[src/rtl/seven_seg_scan_ctrl.sv]
// seven_seg_scan_ctrl: time-multiplexed scan controller for a shared-decoder seven-segment display
//   load/load_data/load_ready : valid/ready handshake for a packed BCD word, committed at frame end
//   blank_lz                  : suppress enables of leading zero digits (digit 0 always lit)
//   bcd_out/digit_en          : BCD code to the shared decoder and one-hot digit select
//   frame_done                : one-cycle pulse in the final lit cycle of the last digit
module seven_seg_scan_ctrl #(
  parameter int NUM_DIGITS  = 4,
  parameter int REFRESH_DIV = 1000,
  parameter int BLANK_GAP   = 2
) (
  input  logic                    clk,
  input  logic                    rst,
  input  logic                    load,
  input  logic [4*NUM_DIGITS-1:0] load_data,
  output logic                    load_ready,
  input  logic                    blank_lz,
  output logic [3:0]              bcd_out,
  output logic [NUM_DIGITS-1:0]   digit_en,
  output logic                    frame_done
);
  localparam int MAXC = REFRESH_DIV > BLANK_GAP ? REFRESH_DIV : BLANK_GAP;
  localparam int CW   = MAXC > 1 ? $clog2(MAXC) : 1;
  localparam int IW   = $clog2(NUM_DIGITS);
  typedef enum logic {BLANK, SHOW} state_t;
  state_t                  state, state_n;
  logic [CW-1:0]           cnt, cnt_n;
  logic [IW-1:0]           idx, idx_n;
  logic [4*NUM_DIGITS-1:0] display, display_n, shadow;
  logic                    pending, pending_n, fire, last, xfer, supp, z;
  logic [NUM_DIGITS-1:0]   zero_above;
  always_comb begin
    fire      = state == SHOW && idx == IW'(NUM_DIGITS-1) && cnt == CW'(REFRESH_DIV-1);
    last      = state == SHOW ? cnt == CW'(REFRESH_DIV-1) : cnt == CW'(BLANK_GAP-1);
    xfer      = load && load_ready;
    state_n   = last ? (state == SHOW ? BLANK : SHOW) : state;
    cnt_n     = last ? '0 : cnt + 1'b1;
    idx_n     = last && state == SHOW ? (idx == IW'(NUM_DIGITS-1) ? '0 : idx + 1'b1) : idx;
    display_n = fire && pending ? shadow : display;
    pending_n = xfer || (pending && !fire);
    z         = 1'b1;
    zero_above = '0;
    for (int i = NUM_DIGITS-1; i >= 0; i--) begin
      z = z && display_n[4*i +: 4] == 4'd0;
      zero_above[i] = z;
    end
    supp = blank_lz && idx_n != '0 && zero_above[idx_n];
  end
  always_ff @(posedge clk or posedge rst) begin
    if (rst) begin
      state      <= BLANK;
      cnt        <= '0;
      idx        <= '0;
      display    <= '0;
      shadow     <= '0;
      pending    <= 1'b0;
      load_ready <= 1'b1;
      bcd_out    <= 4'd0;
      digit_en   <= '0;
      frame_done <= 1'b0;
    end else begin
      state      <= state_n;
      cnt        <= cnt_n;
      idx        <= idx_n;
      display    <= display_n;
      shadow     <= xfer ? load_data : shadow;
      pending    <= pending_n;
      load_ready <= !pending_n;
      bcd_out    <= display_n[{idx_n, 2'b00} +: 4];
      digit_en   <= state_n == SHOW && !supp ? NUM_DIGITS'(1) << idx_n : '0;
      frame_done <= state_n == SHOW && idx_n == IW'(NUM_DIGITS-1) && cnt_n == CW'(REFRESH_DIV-1);
    end
  end
endmodule

[config.mk]
export PLATFORM = sky130hd
export DESIGN_NAME = seven_seg_scan_ctrl
export DESIGN_NICKNAME = d
export VERILOG_FILES = /design/src/rtl/seven_seg_scan_ctrl.sv
export SDC_FILE = /design/constraint.sdc
export NUM_CORES = 1
export LEC_CHECK = 0
export CORE_UTILIZATION = 33
export DETAILED_ROUTE_END_ITERATION = 8
export PLACE_DENSITY = 0.53
export SETUP_SLACK_MARGIN = 0.1
export SYNTH_ARGS = -nofsm -noshare
export SYNTH_HDL_FRONTEND = slang
export SYNTH_SLANG_ARGS = --single-unit
export TNS_END_PERCENT = 50
[constraint.sdc]
create_clock -name clk -period 3.66 [get_ports clk]
set_input_delay 0.732 -clock clk [delete_from_list [all_inputs] [get_ports clk]]
set_output_delay 0.732 -clock clk [all_outputs]
set_load 0.05 [all_outputs]
==> flow_summary.toml, run 1 <==
[global_routing]
grtUsageTotal = 0.1563
grt_pass1_vias = 1905
overflow = 0
grt_pass1_wl_microns = 10210
antenna_found_initial = 0
grt_max_degree = 36

[drt]
postRouteAntennaNets = 0
post_drt_wl_per_cell_microns = 16.99
drc = 0
vias = 2048
drtIter0Drc = 75
drtPass1Iterations = 4
drt-vias-per-instance = 5.505
routed_wl_microns = 6319

[pwr]
power_mw = 1.092
ir_worst_vdd_v = 0.0002000
power_leakage_nw = 1.514
powerDensity_nw_per_um2 = 335.2

[job]
maxCapViolCount = 0

[placement]
detailedPlace.worstSlack_ns = 0.4695
hpwl_microns = 4394
portBuffers = 29
gp_congestion = 0.7569

[final_layout]
drive_gt1_frac = 0.1481
nets = 293
syn_to_final_growth_pct = 18.16
fillers = 761
final_util = 0.4129
multi_input_area_sq_um = 1209
num_antenna_cells = 0
final_common_cell = "dfrtp_1"
layout_common_cells = "dfrtp_1 (55), clkdlybuf4s50_1 (29), inv_1 (20)"
regArea_sq_um = 1403

[floorplanning]
dieHeight_microns = 93.40
die_area_sq_um = 8723
die_w_microns = 93.40
core_area_sq_um = 7888
io_pins = 30
rows = 32
start_util = 0.3495

[synthesis]
yosys_warnings = 0
ys_ff_latch = 56
ys_types = 42
post_synth.cell_area_avg_sq_um = 11.30
netlist_area_sq_um = 2756
syn_inst = 244
ys_async_sr_fraction = 1.000
synth_edf_count = 0
syn-num-nets = 268
seq_area_frac_synth = 0.5089
synth-main-ff-cell = "dfrtp_1"

[cts]
insertion_delay_ns = 0.31
cts_root_buffer = "clkbuf_8"
ctsLongestPathBuffers = 2
cts.sinks = 56
htree_levels = 2
cts_tree = "done"
numCtsBuffers = 5
cts_hold_buf = 0
clk_pin_slew_worst_paths_ns = 0.10

[timing]
fin_crit_sh = 0.8928
period_minus_slack_ns = 3.268
tns_ns = 0
setup_ws_ns = 0.3923
hold_violations = 0
rsz0062_at_grt = "no"
fmax_ghz = 0.3060
setup_violations = 0
relSlewSlack = 0.4259
holdWs_ns = 0.5203
worstMarginPinSlew_ns = 0.8591
slew_violations = 0
finClkSkew_ns = 0.008079

[critical_path]
cpMaxStageDelayCell = "or3b_2"
cp-end-kind = "register"
critPathBufInv = 0
cp_data_arrival_time_ns = 3.45
cpLargestDelayFamily = "simple AND/OR/NAND/NOR gates"
required_ns = 3.84
start_kind = "register"
cp_max_fo = 9
path_cells = "or3b_4 > or3_1 > nand2_1 > ha_1 > or3b_2 > o22a_1 > a211oi_1 > nor4_2"
critPathMaxStageDelay_ns = 0.51
worstSetupPathType = "reg -> reg"

[run_status]
status = "finished clean"

[worst_hold_path]
min_path_type = "reg -> reg"
[synth_stat cells, types with 2 or more instances]
library cell  instances  area share
a211oi_1             16       0.044
a21o_1               16       0.044
a41oi_1              16       0.051
and3_1                4      0.0091
buf_2                 4      0.0073
buf_6                 2      0.0082
clkbuf_1              8       0.011
dfrtp_1              55        0.50
ha_1                  4       0.018
inv_1                21       0.029
mux2_2               18       0.074
mux2i_1               2      0.0073
nand2_1               7      0.0095
nand3_1               5      0.0091
nand4_1               3      0.0068
nor2_1               12       0.016
nor3_1                6       0.011
nor4_1                8       0.018
nor4_2                4       0.018
nor4b_1               2      0.0064
o2111ai_1             2      0.0064
o21a_1                2      0.0054
o21ai_0               2      0.0036
or3_1                 2      0.0045
xnor2_1               3      0.0095
xor2_1                4       0.013
[sequential cells by signal, indices dropped and copies added (netlist names)]
name	flops
shadow	16
bcd_out	4
pending	1
idx	2
display	16
load_ready	1
digit_en	4
cnt	10
frame_done	1
state	1
[worst reg2reg max path: stages, from the launching register on]
cell and delay, ns:
dfrtp_1 0.47, or3b_4 0.45, or3_1 0.42, nand2_1 0.26
ha_1 0.37, or3b_2 0.51, o22a_1 0.30, a211oi_1 0.30
nor4_2 0.08
[final cells by class]
cell class | count | area share
clock buffers | 7 | 0.02958
clock inverters | 1 | 0.009220
inverters | 21 | 0.02420
multi-input cells | 153 | 0.3711
flip-flops and latches | 56 | 0.4307
well taps | 102 | 0.03919
repair buffers | 32 | 0.09604
[power breakdown]
part	total (mW)	internal [mW]	switching, mW
Sequential	0.618	0.618	0
Combinational	0.0328	0.0184	0.0144
Clock	0.441	0.242	0.199
Total	1.09	0.878	0.213
[layer usage]
| layer | global-route usage | up-vias | wire, microns |
|---|---|---|---|
| li1 | - | 963 | - |
| met1 | 0.2178 | 1020 | 2986 |
| met2 | 0.2316 | 53 | 2906 |
| met3 | 0.03333 | 12 | 278 |
| met4 | 0.07179 | 0 | 147 |
| met5 | 0 | - | 0 |
[repair_timing]
action                                  in CTS  in global routing
gates resized for setup                      0                  1
endpoints found under the setup margin       0                  1
setup buffers                                0                  0
[cell families after synthesis]
logic type	synth area share
flip-flops	0.5089
multiplexers	0.08080
adder cells (fa/ha/maj)	0.01816
AO/OA/AOI/OAI	0.1689
AND/OR/NAND/NOR	0.1462
buffers and inverters	0.05493
XOR/XNOR	0.02224
[path summary, 6_finish.rpt]
path / startpoint / end / slack [ns] / cells after the start
max: cnt[4] / bcd_out[0] / 0.39 / 8
min: shadow[1] / display[1] / 0.52 / 1
max in group asynchronous: rst / load_ready / 2.08 / 3
max reg2reg: cnt[4] / bcd_out[0] / 0.39 / 8
min in group asynchronous: rst / display[9] / 0.75 / 2
min reg2reg: shadow[1] / display[1] / 0.52 / 1
[metrics by stage]
step	instances	cell area, sq um
6_report	372	3257
4_1_cts	372	3251
3_5_place_dp	364	3124
2_1_floorplan	244	2756
3_3_place_gp	364	3124
5_1_grt	372	3257
Note: power is estimated with default switching activity, not from simulation.
==> run 2, diff against run 1 <==
--- a/config.mk
+++ b/config.mk
@@ -6,6 +6,7 @@
 export NUM_CORES = 1
 export LEC_CHECK = 0
 export CORE_UTILIZATION = 33
+export CTS_CLUSTER_SIZE = 8
 export DETAILED_ROUTE_END_ITERATION = 8
 export PLACE_DENSITY = 0.53
 export SETUP_SLACK_MARGIN = 0.1
==> results of run 2 <==
Same layout as run 1: the final DEF is identical, and so are final timing and power.
